File: src/rtl/fractal_scheduler.sv
// Round-robin dispatcher for the Mandelbrot core array with in-order retire into a valid/ready pixel stream.
// Optional macro FRACTAL_SCHED_PERF_EN adds frame-cycle and stall-cycle counters.
module fractal_scheduler #(
  parameter int CORE_COUNT     = 9,
  parameter int DATA_WIDTH     = 32,
  parameter int MAX_ITER_WIDTH = 16,
  parameter int X_SIZE         = 640,
  parameter int Y_SIZE         = 480,
  parameter logic [DATA_WIDTH-1:0] X_START = DATA_WIDTH'(32'hFE000000),
  parameter logic [DATA_WIDTH-1:0] Y_START = DATA_WIDTH'(32'hFE800000),
  parameter logic [DATA_WIDTH-1:0] STEP    = DATA_WIDTH'(32'h0001999A)
) (
  input  logic                                 out_stream_aclk,
  input  logic                                 periph_resetn,
  input  logic                                 enable_i,
  input  logic [MAX_ITER_WIDTH-1:0]            max_iter_i,
  output logic [CORE_COUNT-1:0]                core_start_o,
  output logic [DATA_WIDTH*CORE_COUNT-1:0]     core_x0_o,
  output logic [DATA_WIDTH*CORE_COUNT-1:0]     core_y0_o,
  output logic [MAX_ITER_WIDTH-1:0]            core_max_iter_o,
  input  logic [CORE_COUNT-1:0]                core_done_i,
  input  logic [MAX_ITER_WIDTH*CORE_COUNT-1:0] core_iter_i,
  output logic                                 pix_valid_o,
  input  logic                                 pix_ready_i,
  output logic [MAX_ITER_WIDTH-1:0]            pix_iter_o,
  output logic                                 pix_sof_o,
  output logic                                 pix_eol_o,
  output logic                                 idle_o
`ifdef FRACTAL_SCHED_PERF_EN
  ,
  output logic [31:0]                          perf_frame_cycles_o,
  output logic [31:0]                          perf_stall_cycles_o
`endif
);

  localparam int PW = $clog2(CORE_COUNT);
  localparam int XW = (X_SIZE > 1) ? $clog2(X_SIZE) : 1;
  localparam int YW = (Y_SIZE > 1) ? $clog2(Y_SIZE) : 1;
  localparam logic [PW-1:0] P_LAST = PW'(CORE_COUNT - 1);
  localparam logic [XW-1:0] X_LAST = XW'(X_SIZE - 1);
  localparam logic [YW-1:0] Y_LAST = YW'(Y_SIZE - 1);

  logic [PW-1:0]         r_issue_ptr;
  logic [PW-1:0]         r_retire_ptr;
  logic [CORE_COUNT-1:0] r_busy;
  logic [CORE_COUNT-1:0] r_tag_sof;
  logic [CORE_COUNT-1:0] r_tag_eol;
  logic [XW-1:0]         r_x;
  logic [YW-1:0]         r_y;
  logic [DATA_WIDTH-1:0] r_xc;
  logic [DATA_WIDTH-1:0] r_yc;
  logic                  w_issue;
  logic                  w_retire;

  assign w_issue = enable_i && !r_busy[r_issue_ptr];
  // A core's done may still be high from its previous result during its start cycle.
  assign w_retire = r_busy[r_retire_ptr] && core_done_i[r_retire_ptr] &&
                    !core_start_o[r_retire_ptr] && (!pix_valid_o || pix_ready_i);
  assign idle_o = (r_busy == '0) && !pix_valid_o;

  always_ff @(posedge out_stream_aclk or negedge periph_resetn) begin
    if (!periph_resetn) begin
      r_issue_ptr     <= '0;
      r_retire_ptr    <= '0;
      r_busy          <= '0;
      r_tag_sof       <= '0;
      r_tag_eol       <= '0;
      r_x             <= '0;
      r_y             <= '0;
      r_xc            <= X_START;
      r_yc            <= Y_START;
      core_start_o    <= '0;
      core_x0_o       <= '0;
      core_y0_o       <= '0;
      core_max_iter_o <= '0;
      pix_valid_o     <= 1'b0;
      pix_iter_o      <= '0;
      pix_sof_o       <= 1'b0;
      pix_eol_o       <= 1'b0;
    end else begin
      core_max_iter_o <= max_iter_i;
      core_start_o    <= '0;
      if (w_issue) begin
        core_start_o[r_issue_ptr]                         <= 1'b1;
        core_x0_o[r_issue_ptr*DATA_WIDTH +: DATA_WIDTH]   <= r_xc;
        core_y0_o[r_issue_ptr*DATA_WIDTH +: DATA_WIDTH]   <= r_yc;
        r_busy[r_issue_ptr]    <= 1'b1;
        r_tag_sof[r_issue_ptr] <= (r_x == '0) && (r_y == '0);
        r_tag_eol[r_issue_ptr] <= (r_x == X_LAST);
        r_issue_ptr            <= (r_issue_ptr == P_LAST) ? '0 : r_issue_ptr + 1'b1;
        if (r_x != X_LAST) begin
          r_x  <= r_x + 1'b1;
          r_xc <= r_xc + STEP;
        end else begin
          r_x  <= '0;
          r_xc <= X_START;
          if (r_y != Y_LAST) begin
            r_y  <= r_y + 1'b1;
            r_yc <= r_yc + STEP;
          end else begin
            r_y  <= '0;
            r_yc <= Y_START;
          end
        end
      end
      if (w_retire) begin
        pix_valid_o          <= 1'b1;
        pix_iter_o           <= core_iter_i[r_retire_ptr*MAX_ITER_WIDTH +: MAX_ITER_WIDTH];
        pix_sof_o            <= r_tag_sof[r_retire_ptr];
        pix_eol_o            <= r_tag_eol[r_retire_ptr];
        r_busy[r_retire_ptr] <= 1'b0;
        r_retire_ptr         <= (r_retire_ptr == P_LAST) ? '0 : r_retire_ptr + 1'b1;
      end else if (pix_valid_o && pix_ready_i) begin
        pix_valid_o <= 1'b0;
      end
    end
  end

`ifdef FRACTAL_SCHED_PERF_EN
  logic [31:0] r_frame_cnt;

  // Frame length is latched on each accepted sof pixel; stall count runs live and clears there.
  always_ff @(posedge out_stream_aclk or negedge periph_resetn) begin
    if (!periph_resetn) begin
      r_frame_cnt         <= '0;
      perf_frame_cycles_o <= '0;
      perf_stall_cycles_o <= '0;
    end else if (pix_valid_o && pix_ready_i && pix_sof_o) begin
      perf_frame_cycles_o <= r_frame_cnt + 32'd1;
      r_frame_cnt         <= '0;
      perf_stall_cycles_o <= '0;
    end else begin
      r_frame_cnt <= r_frame_cnt + 32'd1;
      if (pix_valid_o && !pix_ready_i) perf_stall_cycles_o <= perf_stall_cycles_o + 32'd1;
    end
  end
`endif

endmodule

File: config.mk
export PLATFORM = sky130hd
export DESIGN_NAME = fractal_scheduler
export DESIGN_NICKNAME = d
export VERILOG_FILES = /design/src/rtl/fractal_scheduler.sv
export SDC_FILE = /design/constraint.sdc
export NUM_CORES = 1
export LEC_CHECK = 0
export ABC_AREA = 1
export BUFFER_PORTS_ARGS = -buffer_cell sky130_fd_sc_hd__buf_2
export CAP_MARGIN = 20
export CORE_AREA = 2 2 311 313
export CTS_CLUSTER_DIAMETER = 100
export DETAILED_ROUTE_END_ITERATION = 7
export DIE_AREA = 0 0 313 315
export MAX_ROUTING_LAYER = met4
export PLACE_DENSITY = 0.58
export SETUP_SLACK_MARGIN = 0.15
export SLEW_MARGIN = 20
export SYNTH_ARGS = -nofsm -noshare
export SYNTH_HDL_FRONTEND = slang
export SYNTH_SLANG_ARGS = --single-unit
File: constraint.sdc
create_clock -name out_stream_aclk -period 3 [get_ports out_stream_aclk]
set_input_delay 0.45 -clock out_stream_aclk [delete_from_list [all_inputs] [get_ports out_stream_aclk]]
set_output_delay 0.45 -clock out_stream_aclk [all_outputs]
set_load 0.01 [all_outputs]
# --- Word-level counts from Yosys, hierarchy flattened ---
# Cells that the tools add are included.
word_totals:
  out_inout_bits: 621
  regBits: 738
  mem_bits_rw: 0
  latch_bits: 0
  n_memories: 0
  romBits: 0
classes:
  mul: 0
  n_eq_ne: 5
  order_cmp: 4
  reduce_logical: 18
  n_bitwise: 4
  n_addsub: 7
  n_shift: 4
  mux: 31
  div_mod_pow: 0
op_table:
  columns: ["operator", "n"]
  rows:
  - ["$bwmux W288", 2]
  - ["$shiftx A32 B34 Y288", 2]
  - ["$shift A32 B34 Y288 const A", 1]
  - ["$shiftx A144 B9 Y16", 1]
  - ["$add A32 B17 Y32 const B", 2]
  - ["$mux W32", 2]
  - ["$mux W9", 4]
  - ["$neg A9 Y34", 1]
  - ["$bmux W1 S4", 6]
  - ["$bwmux W9", 2]
  - ["$logic_not A9 Y1", 2]
  - ["$add A10 B1 Y10 const B", 1]
  - ["$eq A10 B10 Y1 const B", 1]
  - ["$logic_not A10 Y1", 1]
  - ["$lt A4 B5 Y1 const B", 2]
  - ["$mux W1", 10]
  - ["$mux W10", 1]
  - ["$ne A10 B10 Y1 const B", 1]
  - ["$add A9 B1 Y9 const B", 1]
  - ["$and A9 B9 Y9", 1]
  - ["$logic_and A1 B1 Y1", 9]
  - ["$ne A9 B9 Y1 const B", 1]
  - ["$not A9 Y9", 1]
  - ["$or A9 B9 Y9", 1]
  - ["10 further kinds", 17]

# --- Depth between registers and ports, before layout ---
logic_depth:
  ltp_word: 8
  mapped_depth: 16

# --- Worst setup path after synthesis ---
# No wires, ideal clock.
synth_path:
  path_type: "flip-flop to flip-flop"
  from: "register r_issue_ptr[0]"
  to: "register core_x0_o[65]"
  t_arrival_ps: 2666
  required_time_ps: 2883
  setup_ps: 117
  path_slack_ps: 217
  path_stages_with_launch: 13
  cell_sequence: "dfrtp_1 -> buf_2 -> clkbuf_1 -> clkbuf_1 -> nor3_1 -> ha_1 -> clkbuf_1 -> inv_1 -> nor3_4 -> nand2_1 -> buf_2 -> nand2_1 -> nand2_1"
synth_between:
  elab_chain_len: 4
  elab_cells_between_ends: 8
  classes_between: "1 x add/sub; 2 x shift; 3 x mux; 2 x reduce/logical"
synth_lines:
  columns: ["element", "line", "text"]
  rows:
  - ["start, declared", "43", "logic [PW-1:0] r_issue_ptr;"]
  - ["start signal, assigned", "90", "r_issue_ptr <= (r_issue_ptr == P_LAST) ? '0 : r_issue_ptr + 1'b1;"]
  - ["branches (longest 4 deep; another with $neg A9 Y34)", null, null]
  - ["end signal, assigned by index", "85", "core_x0_o[r_issue_ptr*DATA_WIDTH +: DATA_WIDTH] <= r_xc;"]
  - ["end, declared", "18", "output logic [DATA_WIDTH*CORE_COUNT-1:0] core_x0_o,"]
# Parallel ways; which one is timed is not known. The select of a mux whose other input is x is not followed.
# A chain may end at the register's enable or synchronous reset.

# --- Worst setup path in the final report ---
layout_path:
  from: "register r_issue_ptr[1]"
  to: "register core_y0_o[272]"
layout_between:
  elab_chain_len: 4
  elab_cells_between_ends: 8
  classes_between: "1 x add/sub; 2 x shift; 3 x mux; 2 x reduce/logical"
layout_lines:
  columns: ["element", "line", "text"]
  rows:
  - ["branches (longest 4 deep; another with $neg A9 Y34)", null, null]
  - ["end signal, assigned by index", "86", "core_y0_o[r_issue_ptr*DATA_WIDTH +: DATA_WIDTH] <= r_yc;"]
  - ["end, declared", "19", "output logic [DATA_WIDTH*CORE_COUNT-1:0] core_y0_o,"]
# Parallel ways; which one is timed is not known. The select of a mux whose other input is x is not followed.

==> flow_metrics.env <==
export IMPL_dp_final_hpwl_mm=94.2
export IMPL_clkLatencyLatePin_ns=0.70
export IMPL_detailroute_via_count=30900
export IMPL_dpl_worst_slack_ns=0.398
export IMPL_cts_buffers=85
export IMPL_report_final_setup_viol=0
export IMPL_wl_per_cell_um=22.4
export IMPL_pwr_share_seq=0.341
export IMPL_synth_top_area_share=0.547
export IMPL_area_growth_pct=26.4
export IMPL_antenna_left=0
export IMPL_synth_largest_area_cell="dfrtp_1"
export IMPL_logic_depth_of_the_worst_register_to_register_path=8
export IMPL_grt_setup_unrepaired="false"
export IMPL_critPathMaxFanout=76
export IMPL_dominantRegCellSynth="dfrtp_1"
export IMPL_finalMaxSlewViolations=0
export IMPL_clock_tree_root_cell="clkbuf_16"
export IMPL_drive_above_1_share=0.228
export IMPL_critical_path_class="reg -> reg"
export IMPL_worst_hold_startpoint="pix_ready_i"
export IMPL_gr_usage_all_layers=0.274
export IMPL_globalRoute_totalOverflow=0
export IMPL_multi_input_comb_area_um2=12400
export IMPL_placementRows=114
export IMPL_clkPwrFrac=0.276
export IMPL_worst_pin_slew_ns=1.00
export IMPL_power_leakage_nw=21.5
export IMPL_die_w_um=313
export IMPL_cts_path_max_buffers=3
export IMPL_timing_critical_path_from_type="register"
export IMPL_run_status="completed"
export IMPL_power_switching_share=0.434
export IMPL_postSynth_asyncResetShare=1.00
export IMPL_slew_headroom=0.330
export IMPL_post_synth_instance_area_um2=32600
export IMPL_net_switching_component_of_the_power_mw=17.3
export IMPL_endpoint_kind="register"
export IMPL_hold_path_endpoint="pix_valid_o"
export IMPL_min_path_cells=4
export IMPL_worstPathCellList="inv_1 > ha_4 > clkinv_2 > nand3_1 > nor2_1 > nand2_2 > buf_4 > o21ai_0"
export IMPL_detailedRoute_firstPassIterationCount=6
export IMPL_start_util=0.340
export IMPL_fin_crit_sh=0.844
export IMPL_grt_start_max_net_pins=126
export IMPL_syn_num_nets=4146
export IMPL_place_inst=5837
export IMPL_max_freq_ghz=0.395
export IMPL_combinationalPowerShare=0.383
export IMPL_h_tree_depth=3
export IMPL_synth_sequential_area_ratio=0.559
export IMPL_antenna_found_initial=7
export IMPL_regToRegSetupSlack_ns=0.47
export IMPL_critPathSlowestCell="buf_4"
export IMPL_irDropWorstVdd_uv=926
export IMPL_hold_viol_final=0
export IMPL_timing_final_crit_period_ns=2.53
export IMPL_clock_sink_count=727
export IMPL_arrival_time_worst_endpoint_ns=3.05
export IMPL_hold_path_class="in -> reg"
export IMPL_ys_seq_elements=727
export IMPL_cts_setup_buffers=0
export IMPL_maxCapViolCount=0
export IMPL_portBuffers=793
export IMPL_sequential_cell_area_um2=18200
export IMPL_p_int_mw=22.5
export IMPL_nFillCells=9743
export IMPL_drt_total_wl_mm=135
export IMPL_gate_count_post_synth=3958
export IMPL_gp_routability_congestion=0.943
export IMPL_postSynthAreaPerCell_um2=8.23
export IMPL_route_detailed_drc=0
export IMPL_post_drt_via_cell_ratio=5.14
export IMPL_ys_top_cells_by_area="dfrtp_1, nand2_1, o21ai_0"
export IMPL_finalClockSkew_ns=0.0635
export IMPL_edff_count_synth=0
export IMPL_synthDistinctLibCells=37
export IMPL_die_height_um=315
export IMPL_ioPinCount=794
export IMPL_cp_required_ns=3.52
export IMPL_core_area_um2=95700
export IMPL_rr_endpoint="core_y0_o[272]"
export IMPL_clk_pin_slew_ns=0.06
export IMPL_die_area_um2=98600
export IMPL_power_density_nw_per_um2=967
export IMPL_worst_r2r_startpoint="r_issue_ptr[1]"
export IMPL_slowest_delay_ns=0.74
export IMPL_hold_ws_ns=0.165
export IMPL_finish_net_count=4853
export IMPL_clock_tree_from_tritoncts="done"
export IMPL_grt_pass1_vias=29200
export IMPL_grt_pass1_wl_mm=197
export IMPL_finalSetupTns_ns=0
export IMPL_worst_slack_ns=0.469
export IMPL_drt_initial_drc_count=2949
export IMPL_final_non_filler_cell_total=6011
export IMPL_finalCoreUtilization=0.430
export IMPL_ys_warn_count=0
## Yosys cell counts, types with 16 or more instances
cell type	instances
nand3_1	418
nor2_1	335
nand2_1	1168
o221ai_1	16
a21oi_1	34
dfrtp_1	712
clkbuf_1	151
o21ai_0	494
inv_1	194
buf_2	110
nand4_1	108
nor3_1	42
o21ai_1	61
## critical path, delay by kind of cell, from the launching register on
kind | cells | cell delay [ns]
flip-flops | 1 | 0.46
AND/OR/NAND/NOR | 3 | 0.24
buffers and inverters | 3 | 1.06
adder cells (fa/ha/maj) | 1 | 0.44
AO/OA/AOI/OAI | 1 | 0.18
## worst max-delay path by stage
stage / start / end / slack [ns] / depth (start not counted)
floorplan: r_issue_ptr[0] / core_x0_o[65] / 0.22 / 12
global placement: r_issue_ptr[0] / core_y0_o[284] / 0.50 / 10
detailed placement: r_issue_ptr[1] / core_y0_o[275] / 0.40 / 8
CTS: r_issue_ptr[1] / core_y0_o[272] / 0.46 / 8
global route: r_issue_ptr[1] / core_y0_o[272] / 0.26 / 8
finish: r_issue_ptr[1] / core_y0_o[272] / 0.47 / 8
## cell families after synthesis
group,share of synthesized area
AOI/OAI and AO/OA,0.0973
xor gates and xnor gates,0.00242
adders and majority gates,0.00576
buffers and inverters,0.0615
DFF,0.559
and+or+nand+nor,0.274
## state kept, by name, summed over array words and instances, names as in the netlist, 10 cells and up
register,count
r_xc,31
core_x0_o,288
pix_iter_o,16
core_max_iter_o,16
core_y0_o,279
r_x,10
r_yc,31
## layer usage
metal | global-route usage | wire length, um | up-vias
met3 | 0.0412 | 9260 | 268
met4 | 0.114 | 5450 | 0
met5 | - | 0 | -
met1 | 0.352 | 55500 | 14900
met2 | 0.434 | 64300 | 1330
li1 | - | - | 14400
## layout make-up
cell class,instances,area share
Inverter,202,0.0186
Tap cell,1276,0.0388
Clock inverter,39,0.0128
Sequential cell,727,0.442
Timing Repair Buffer,899,0.126
Clock buffer,115,0.0593
Multi-Input combinational cell,2750,0.302
Antenna cell,3,0.000182
## power by group through the flow
stage,clock network (mW),registers [mW],logic (mW)
after floorplan,0,13.9,7.77
after global placement,0,13.7,15.1
after detailed placement,0,13.7,15.2
after CTS,11.2,13.5,15.3
after global routing,11.6,13.8,16.6
final,11.0,13.6,15.2
## per-stage QoR
step / instance area [um^2] / total power, mW
6_report: 41200 / 39.8
2_1_floorplan: 32600 / 21.7
3_3_place_gp: 38000 / 28.8
3_5_place_dp: 38000 / 28.9
4_1_cts: 41200 / 40.0
5_1_grt: 41200 / 42.0
## cell usage in the layout, fill, tap and decap left out, types with 3 or more instances in the layout
master         count
nor4_1             5
nand3b_1           5
dlygate4sd3_1     17
nand2_2            5
dfrtp_1          710
clkinv_16          3
nand3_4            5
inv_1            193
nand3_2            3
clkbuf_16         86
buf_4             61
nor3_1            42
clkinv_2          18
xor2_1             8
diode_2            3
nor2_4             5
dfstp_2           15
buf_2            792
nand3_1          418
or2_2              4
o21ai_0          494
o221ai_1          16
nor2_1           331
and2_1             5
clkinvlp_4         5
o211ai_1           7
clkbuf_8          18
bufinv_16          8
nand4_1          108
buf_12            28
ha_1              14
inv_2              6
nand2_1         1164
o21ai_1           61
inv_6              3
nor2_2             5
a21oi_1           34
clkbuf_1          11
## what timing repair did
action / 4_1_cts / 5_1_grt
hold buffers: 17 / 0
hold endpoints to repair: 56 / 0
gates resized for setup: 0 / 0
(Power assumes the default switching activity.)
